File: config.mk
export PLATFORM = sky130hd
export DESIGN_NAME = fp_decode
export DESIGN_NICKNAME = d
export VERILOG_FILES = /design/src/rtl/fp_pkg.sv /design/src/rtl/fp_sign_apply.sv /design/src/rtl/fp_decode.sv
export SDC_FILE = /design/constraint.sdc
export NUM_CORES = 1
export LEC_CHECK = 0
export ABC_CLOCK_PERIOD_IN_PS = 4850
export BUFFER_PORTS_ARGS = -buffer_cell sky130_fd_sc_hd__buf_2
export CORE_MARGIN = 4
export CORE_UTILIZATION = 25
export CTS_BUF_LIST = sky130_fd_sc_hd__clkbuf_4
export DETAILED_ROUTE_END_ITERATION = 8
export SKIP_CTS_REPAIR_TIMING = 1
export SYNTH_ARGS = -nofsm -noshare
export SYNTH_HDL_FRONTEND = slang
export SYNTH_SLANG_ARGS = --single-unit
File: constraint.sdc
create_clock -name clk -period 4.85 [get_ports clk]
set_input_delay 0.485 -clock clk [delete_from_list [all_inputs] [get_ports clk]]
set_output_delay 0.485 -clock clk [all_outputs]
set_load 0.03 [all_outputs]
File: src/rtl/fp_pkg.sv
// ============================================================================
// Module  : fp_pkg
// Brief   : Shared widths and state encoding for the 9-bit FP code format.
// Revision: 1.0  initial release
// ============================================================================
`default_nettype none

package fp_pkg;

    localparam int D_W = 13;
    localparam int E_W = 3;
    localparam int F_W = 5;

    typedef enum logic [1:0] {
        IDLE  = 2'd0,
        SHIFT = 2'd1,
        SIGN  = 2'd2,
        DONE  = 2'd3
    } state_t;

endpackage

`default_nettype wire

File: src/rtl/fp_sign_apply.sv
// ============================================================================
// Module  : fp_sign_apply
// Brief   : Combinational conditional two's-complement negate of a magnitude.
// Revision: 1.0  initial release
// ============================================================================
`default_nettype none

module fp_sign_apply
    import fp_pkg::*;
(
    input  logic           sign,
    input  logic [D_W-1:0] mag,
    output logic [D_W-1:0] value
);

    // A zero magnitude negates back to zero, so -0 can never appear.
    always_comb begin
        value = sign ? (~mag + {{(D_W-1){1'b0}}, 1'b1}) : mag;
    end

endmodule

`default_nettype wire

File: src/rtl/fp_decode.sv
// ============================================================================
// Module  : fp_decode
// Brief   : Sequential FP-code to integer decoder, one left shift per cycle.
// Revision: 1.0  initial release
// ============================================================================
`default_nettype none

module fp_decode
    import fp_pkg::*;
(
    input  logic           clk,
    input  logic           rst_n,
    input  logic           in_valid,
    output logic           in_ready,
    input  logic           S,
    input  logic [E_W-1:0] E,
    input  logic [F_W-1:0] F,
    output logic           out_valid,
    input  logic           out_ready,
    output logic [D_W-1:0] D
);

    state_t         state_q, state_d;
    logic           s_q, s_d;
    logic [E_W-1:0] cnt_q, cnt_d;
    logic [D_W-1:0] mag_q, mag_d;
    logic [D_W-1:0] d_q, d_d;
    logic           out_valid_q, out_valid_d;
    logic [D_W-1:0] signed_val;

    fp_sign_apply u_sign_apply (
        .sign  (s_q),
        .mag   (mag_q),
        .value (signed_val)
    );

    always_comb begin
        state_d     = state_q;
        s_d         = s_q;
        cnt_d       = cnt_q;
        mag_d       = mag_q;
        d_d         = d_q;
        out_valid_d = out_valid_q;
        case (state_q)
            IDLE: begin
                if (in_valid) begin
                    s_d     = S;
                    cnt_d   = E;
                    mag_d   = {{(D_W-F_W){1'b0}}, F};
                    state_d = (E == '0) ? SIGN : SHIFT;
                end
            end
            SHIFT: begin
                mag_d = mag_q << 1;
                cnt_d = cnt_q - {{(E_W-1){1'b0}}, 1'b1};
                if (cnt_q == {{(E_W-1){1'b0}}, 1'b1}) begin
                    state_d = SIGN;
                end
            end
            SIGN: begin
                d_d         = signed_val;
                out_valid_d = 1'b1;
                state_d     = DONE;
            end
            DONE: begin
                if (out_ready) begin
                    out_valid_d = 1'b0;
                    state_d     = IDLE;
                end
            end
            default: state_d = IDLE;
        endcase
    end

    always_ff @(posedge clk or negedge rst_n) begin
        if (!rst_n) begin
            state_q     <= IDLE;
            s_q         <= 1'b0;
            cnt_q       <= '0;
            mag_q       <= '0;
            d_q         <= '0;
            out_valid_q <= 1'b0;
        end else begin
            state_q     <= state_d;
            s_q         <= s_d;
            cnt_q       <= cnt_d;
            mag_q       <= mag_d;
            d_q         <= d_d;
            out_valid_q <= out_valid_d;
        end
    end

    // Handshake outputs come straight from flops; no input reaches them combinationally.
    assign in_ready  = (state_q == IDLE);
    assign out_valid = out_valid_q;
    assign D         = d_q;

endmodule

`default_nettype wire

==> flow_summary.ini, run 1 <==
[run_status]
status = finished clean

[worst_setup_path]
crit_start = state_q[0]
rr_startpoint = state_q[0]
critPathKind = reg -> reg
crit_path_start_kind = flop
worstPathRequired_ps = 5050
worst_setup_path_end_kind = flop
r2r_cells = 6
cp.arrival_ps = 2410
crit_path_max_fanout = 25

[die]
core-area_um2 = 6870
num_io_pins = 28
num_rows = 30
die_y_um = 92.4
initial_utilization_pct = 25.9
die_w_um = 92.4
die-area_um2 = 8530

[placed_design]
dp_hpwl_um = 2840
portBuffers = 27
placed_cells = 290
gp_congestion = 0.780
placed_area_um2 = 1980

[pwr]
intPower_uw = 772
fin_total_pwr_mw = 1.48
p_sw_uw = 705
leakagePower_nw = 0.929
irDropWorstVdd_v = 0.000205
p_seq_share_pct = 35.8
pwr-share-comb_pct = 53.4
switching_share_pct = 47.7
p_per_area_nw_per_um2 = 726
clkPwrFrac_pct = 10.8

[timing]
finClkSkew_ps = 10.2
setup_viol = 0
setup_tns_ps = 0
period_share_pct = 45.5
slew_violations = 0
rsz0062_at_grt = no
maxSlewHeadroom_pct = 46.4
tightest_slew_ps = 804
timing.fmax_mhz = 453
fin_crit_ps = 2210
hold_violations = 0

[route]
drt-initial-drc-count = 68
vias = 1401
routed_wl_um = 3970
first_pass_iters = 4
wire_per_inst_um = 13.3
drc = 0
antenna_left = 0
viasPerCell = 4.70

[logic_synthesis]
synth_fa_ha_area_share_pct = 5.63
synth-compound-area-share_pct = 21.0
synth-edff-count = 0
synth_flop_cell = dfrtp_1
yosysWarnings = 0
synth_cell_types = 40
synthesis.nets = 195
syn_area_per_cell_um2 = 10.2
synth_xor_area_share_pct = 3.45
yosysSeqAreaShare_pct = 46.4
async_flop_share_pct = 100
synth_seq_cells = 33
synthSimpleGateAreaFrac_pct = 12.8
synth_area_um2 = 1780
synth_top_family_by_area = compound AO/OA/AOI/OAI gates
synthMuxAreaShare_pct = 4.15
synthCells = 174

[layout]
area_growth_pct = 14.3
stdcell_area_um2 = 2030
layout_commonest_cell = dfrtp_1
finalNetCount = 222
n_antenna_cell = 0
finalNonFillerCells = 298
layout_common_cells = 33 x dfrtp_1, 27 x buf_2, 19 x a21oi_1
drive_above_1_share_pct = 23.8

[hold_path]
hp-class = in -> async

[global_routing]
grtUsageTotal_pct = 10.1
antenna_found_initial = 0
grt_pass1_wl_um = 6840
grt_pass1_vias = 1395
overflow = 0
grt_max_degree = 34

[clock_tree]
h-tree-depth = 2
cts_sinks = 33
cts_made_buffers = 5
clockBufferDepth = 2
insertion_delay_ps = 340
cts-root-buf = clkbuf_4
cts_tree = done
clk_transition_reported_paths_ps = 110

[flow_run]
cap_violations = 0
==> cells by family after synthesis <==
family / after synthesis
buf+inv: 22
fa+ha+maj: 8
flops: 33
mux: 7
compound gates: 55
xor+xnor: 7
simple gates: 42
==> cells in the mapped netlist (all sizes together) (2+ instances only) <==
library cell,n,area [um2]
nor2,14,52.6
mux2i,4,40.0
a221o,2,20.0
inv,14,52.6
dfrtp,33,826
a211o,2,17.5
nand3,3,15.0
a31oi,2,12.5
a21oi,19,95.1
nor3,4,31.3
mux2,3,33.8
xnor2,5,43.8
xor2,2,17.5
nor4,2,12.5
o21ai,7,35.0
nand2,7,26.3
ha,8,100
nand2b,2,12.5
or2,3,18.8
buf,7,60.1
a22o,9,80.1
o22ai,7,43.8
==> sequential cells by signal, indices dropped and copies added, names as in the netlist <==
name,count
state_q,2
D,13
out_valid,1
mag_q,13
s_q,1
cnt_q,3
==> area by class of cell <==
cell class	count	area, um2
clock inverters	2	10.0
fillers	728	4840
flip-flops and latches	33	826
clock buffers	6	45.0
repair buffers	28	143
multi-input cells	119	837
inverters	14	52.6
well taps	96	120
==> power by group through the flow <==
stage / sequential (mW) / combinational, mW / clock (mW)
after floorplan: 0.598 / 0.555 / 0
after global routing: 0.553 / 0.879 / 0.179
after global placement: 0.533 / 0.776 / 0
final: 0.529 / 0.789 / 0.159
after CTS: 0.528 / 0.794 / 0.164
after detailed placement: 0.534 / 0.786 / 0
==> critical path, stage by stage, from the launching register on <==
cell and delay [ps]:
dfrtp_1 430, inv_1 120, ha_1 690, inv_1 290
a211o_1 330, o21ai_0 60, o311ai_0 150
==> final timing paths <==
| kind | end | slack, ps |
|---|---|---|
| worst max-delay path | D[9] | 2640 |
| worst min-delay path | D[2] | 190 |
| worst max register to register | D[9] | 2640 |
| worst min register to register | D[11] | 520 |
| max in group asynchronous | mag_q[12] | 4200 |
| min in group clk | s_q | 370 |
==> per-stage QoR <==
| step | worst slack (ps) | hold slack [ps] | utilization [%] |
|---|---|---|---|
| global placement | 2750 | 511 | 28.8 |
| global route | 2440 | 226 | 29.6 |
| floorplan | 3000 | 189 | - |
| detailed placement | 2690 | 508 | 28.8 |
| CTS | 2660 | 207 | 29.6 |
| finish | 2640 | 186 | 29.6 |
==> routing by layer <==
layer | GRT usage, % | vias to the layer above | share of wire, %
met5 | 0 | - | 0
met4 | 4.08 | 0 | 1.9
met3 | 3.41 | 7 | 7.0
met2 | 15.5 | 33 | 44
met1 | 12.9 | 679 | 47
li1 | - | 682 | -
Note: power is estimated with default switching activity, not from simulation.
==> inputs of run 2 (changes only) <==
- ABC_CLOCK_PERIOD_IN_PS: 4850 -> 1800
- clock period: 4.85 -> 1.8 ns (I/O delays scaled with it)
==> flow_summary.ini, run 2 (synthesis results as in run 1) <==
[worst_setup_path]
worst_setup_path_end_kind = flop
crit_buf_inv = 1
rr_startpoint = state_q[1]
cp.depth = 5
cp.arrival_ps = 1860
cp_cell_sequence = inv_1 -> ha_1 -> and2_1 -> a21oi_1 -> a21boi_0
slowest_stage = dfrtp_1
crit_path_start_kind = flop
worstPathRequired_ps = 2030
crit_family = flip-flops
crit_path_max_fanout = 10
critPathMaxStageDelay_ps = 410
critPathKind = reg -> reg
r2r_end = cnt_q[0]
r2r_cells = 5
r2r_slack_ps = 170

[placed_design]
gp_congestion = 0.807
placed_cells = 295
dp_hpwl_um = 3010
portBuffers = 27
placed_area_um2 = 2020

[timing]
setup_tns_ps = 0
timing.fmax_mhz = 612
finClkSkew_ps = 15.6
slew_violations = 0
tightest_slew_ps = 768
period_share_pct = 90.7
maxSlewHeadroom_pct = 48.8
fin_crit_ps = 1630
rsz0062_at_grt = no
hold_violations = 0
hold_slack_ps = 44.1
setup_viol = 0

[route]
wire_per_inst_um = 13.5
drc = 0
first_pass_iters = 4
vias = 1416
routed_wl_um = 4090
drt-initial-drc-count = 90
antenna_left = 0
viasPerCell = 4.66

[flow_run]
cap_violations = 0

[die]
core-area_um2 = 6870
die_w_um = 92.4
die_y_um = 92.4
num_io_pins = 28
die-area_um2 = 8530
num_rows = 30
initial_utilization_pct = 25.9

[clock_tree]
cts_sinks = 33
clockBufferDepth = 2
cts_tree = done
insertion_delay_ps = 340
cts_made_buffers = 5
cts-root-buf = clkbuf_4
h-tree-depth = 2
clk_transition_reported_paths_ps = 110

[pwr]
pwr-share-comb_pct = 52.6
irDropWorstVdd_v = 0.000836
p_per_area_nw_per_um2 = 2000
intPower_mw = 2.28
switching_share_pct = 45.9
p_seq_share_pct = 33.7
p_sw_mw = 1.94
fin_total_pwr_mw = 4.21
leakagePower_nw = 0.964
clkPwrFrac_pct = 13.7

[layout]
stdcell_area_um2 = 2110
finalNonFillerCells = 304
drive_above_1_share_pct = 26.0
n_antenna_cell = 0
multi_input_area_um2 = 842
layout_commonest_cell = dfrtp_1
area_growth_pct = 18.6
layout_common_cells = 33 x dfrtp_1, 27 x buf_2, 19 x a21oi_1
n_fill_cell = 737
finalNetCount = 228
regArea_um2 = 826

[hold_path]
min_from = out_ready
holdPathEnd = out_valid
whs_path_depth = 2
hp-class = in -> reg

[global_routing]
grtUsageTotal_pct = 10.5
antenna_found_initial = 0
grt_pass1_wl_um = 6940
overflow = 0
grt_pass1_vias = 1363
grt_max_degree = 34

[run_status]
status = finished clean
-- run 2: worst max path at each step --
stage / startpoint / to / slack, ps
5_1_grt: state_q[1] / mag_q[4] / 30
2_1_floorplan: state_q[0] / cnt_q[0] / 100
6_report: state_q[1] / cnt_q[0] / 170
3_3_place_gp: state_q[1] / cnt_q[0] / 190
3_5_place_dp: state_q[1] / cnt_q[0] / 180
4_1_cts: state_q[1] / cnt_q[0] / 160
-- run 2: power groups by stage --
stage / combinational, mW / sequential (mW) / clock (mW)
final: 2.22 / 1.42 / 0.578
after CTS: 2.24 / 1.42 / 0.588
after detailed placement: 2.22 / 1.44 / 0
after global routing: 2.46 / 1.49 / 0.634
after floorplan: 1.50 / 1.61 / 0
after global placement: 2.20 / 1.43 / 0
-- run 2: cell type report --
cell class	count	share of cell area, %
Sequential cell	33	39.1
Timing Repair Buffer	34	9.02
Clock inverter	2	1.60
Multi-Input combinational cell	119	39.9
Inverter	14	2.49
Clock buffer	6	2.14
Tap cell	96	5.69
-- run 2: layer usage --
metal | global-route usage, % | up-vias | part of all wire [%]
li1 | - | 689 | -
met1 | 14.7 | 680 | 50
met2 | 15.1 | 42 | 43
met3 | 3.82 | 5 | 5.9
met4 | 2.85 | 0 | 1.0
met5 | 0 | - | 0
-- run 2: metrics by stage --
| stage | util (%) | setup slack [ps] |
|---|---|---|
| global route | 30.7 | 28.0 |
| global placement | 29.4 | 194 |
| finish | 30.7 | 167 |
| floorplan | - | 104 |
| detailed placement | 29.4 | 180 |
| CTS | 30.5 | 164 |
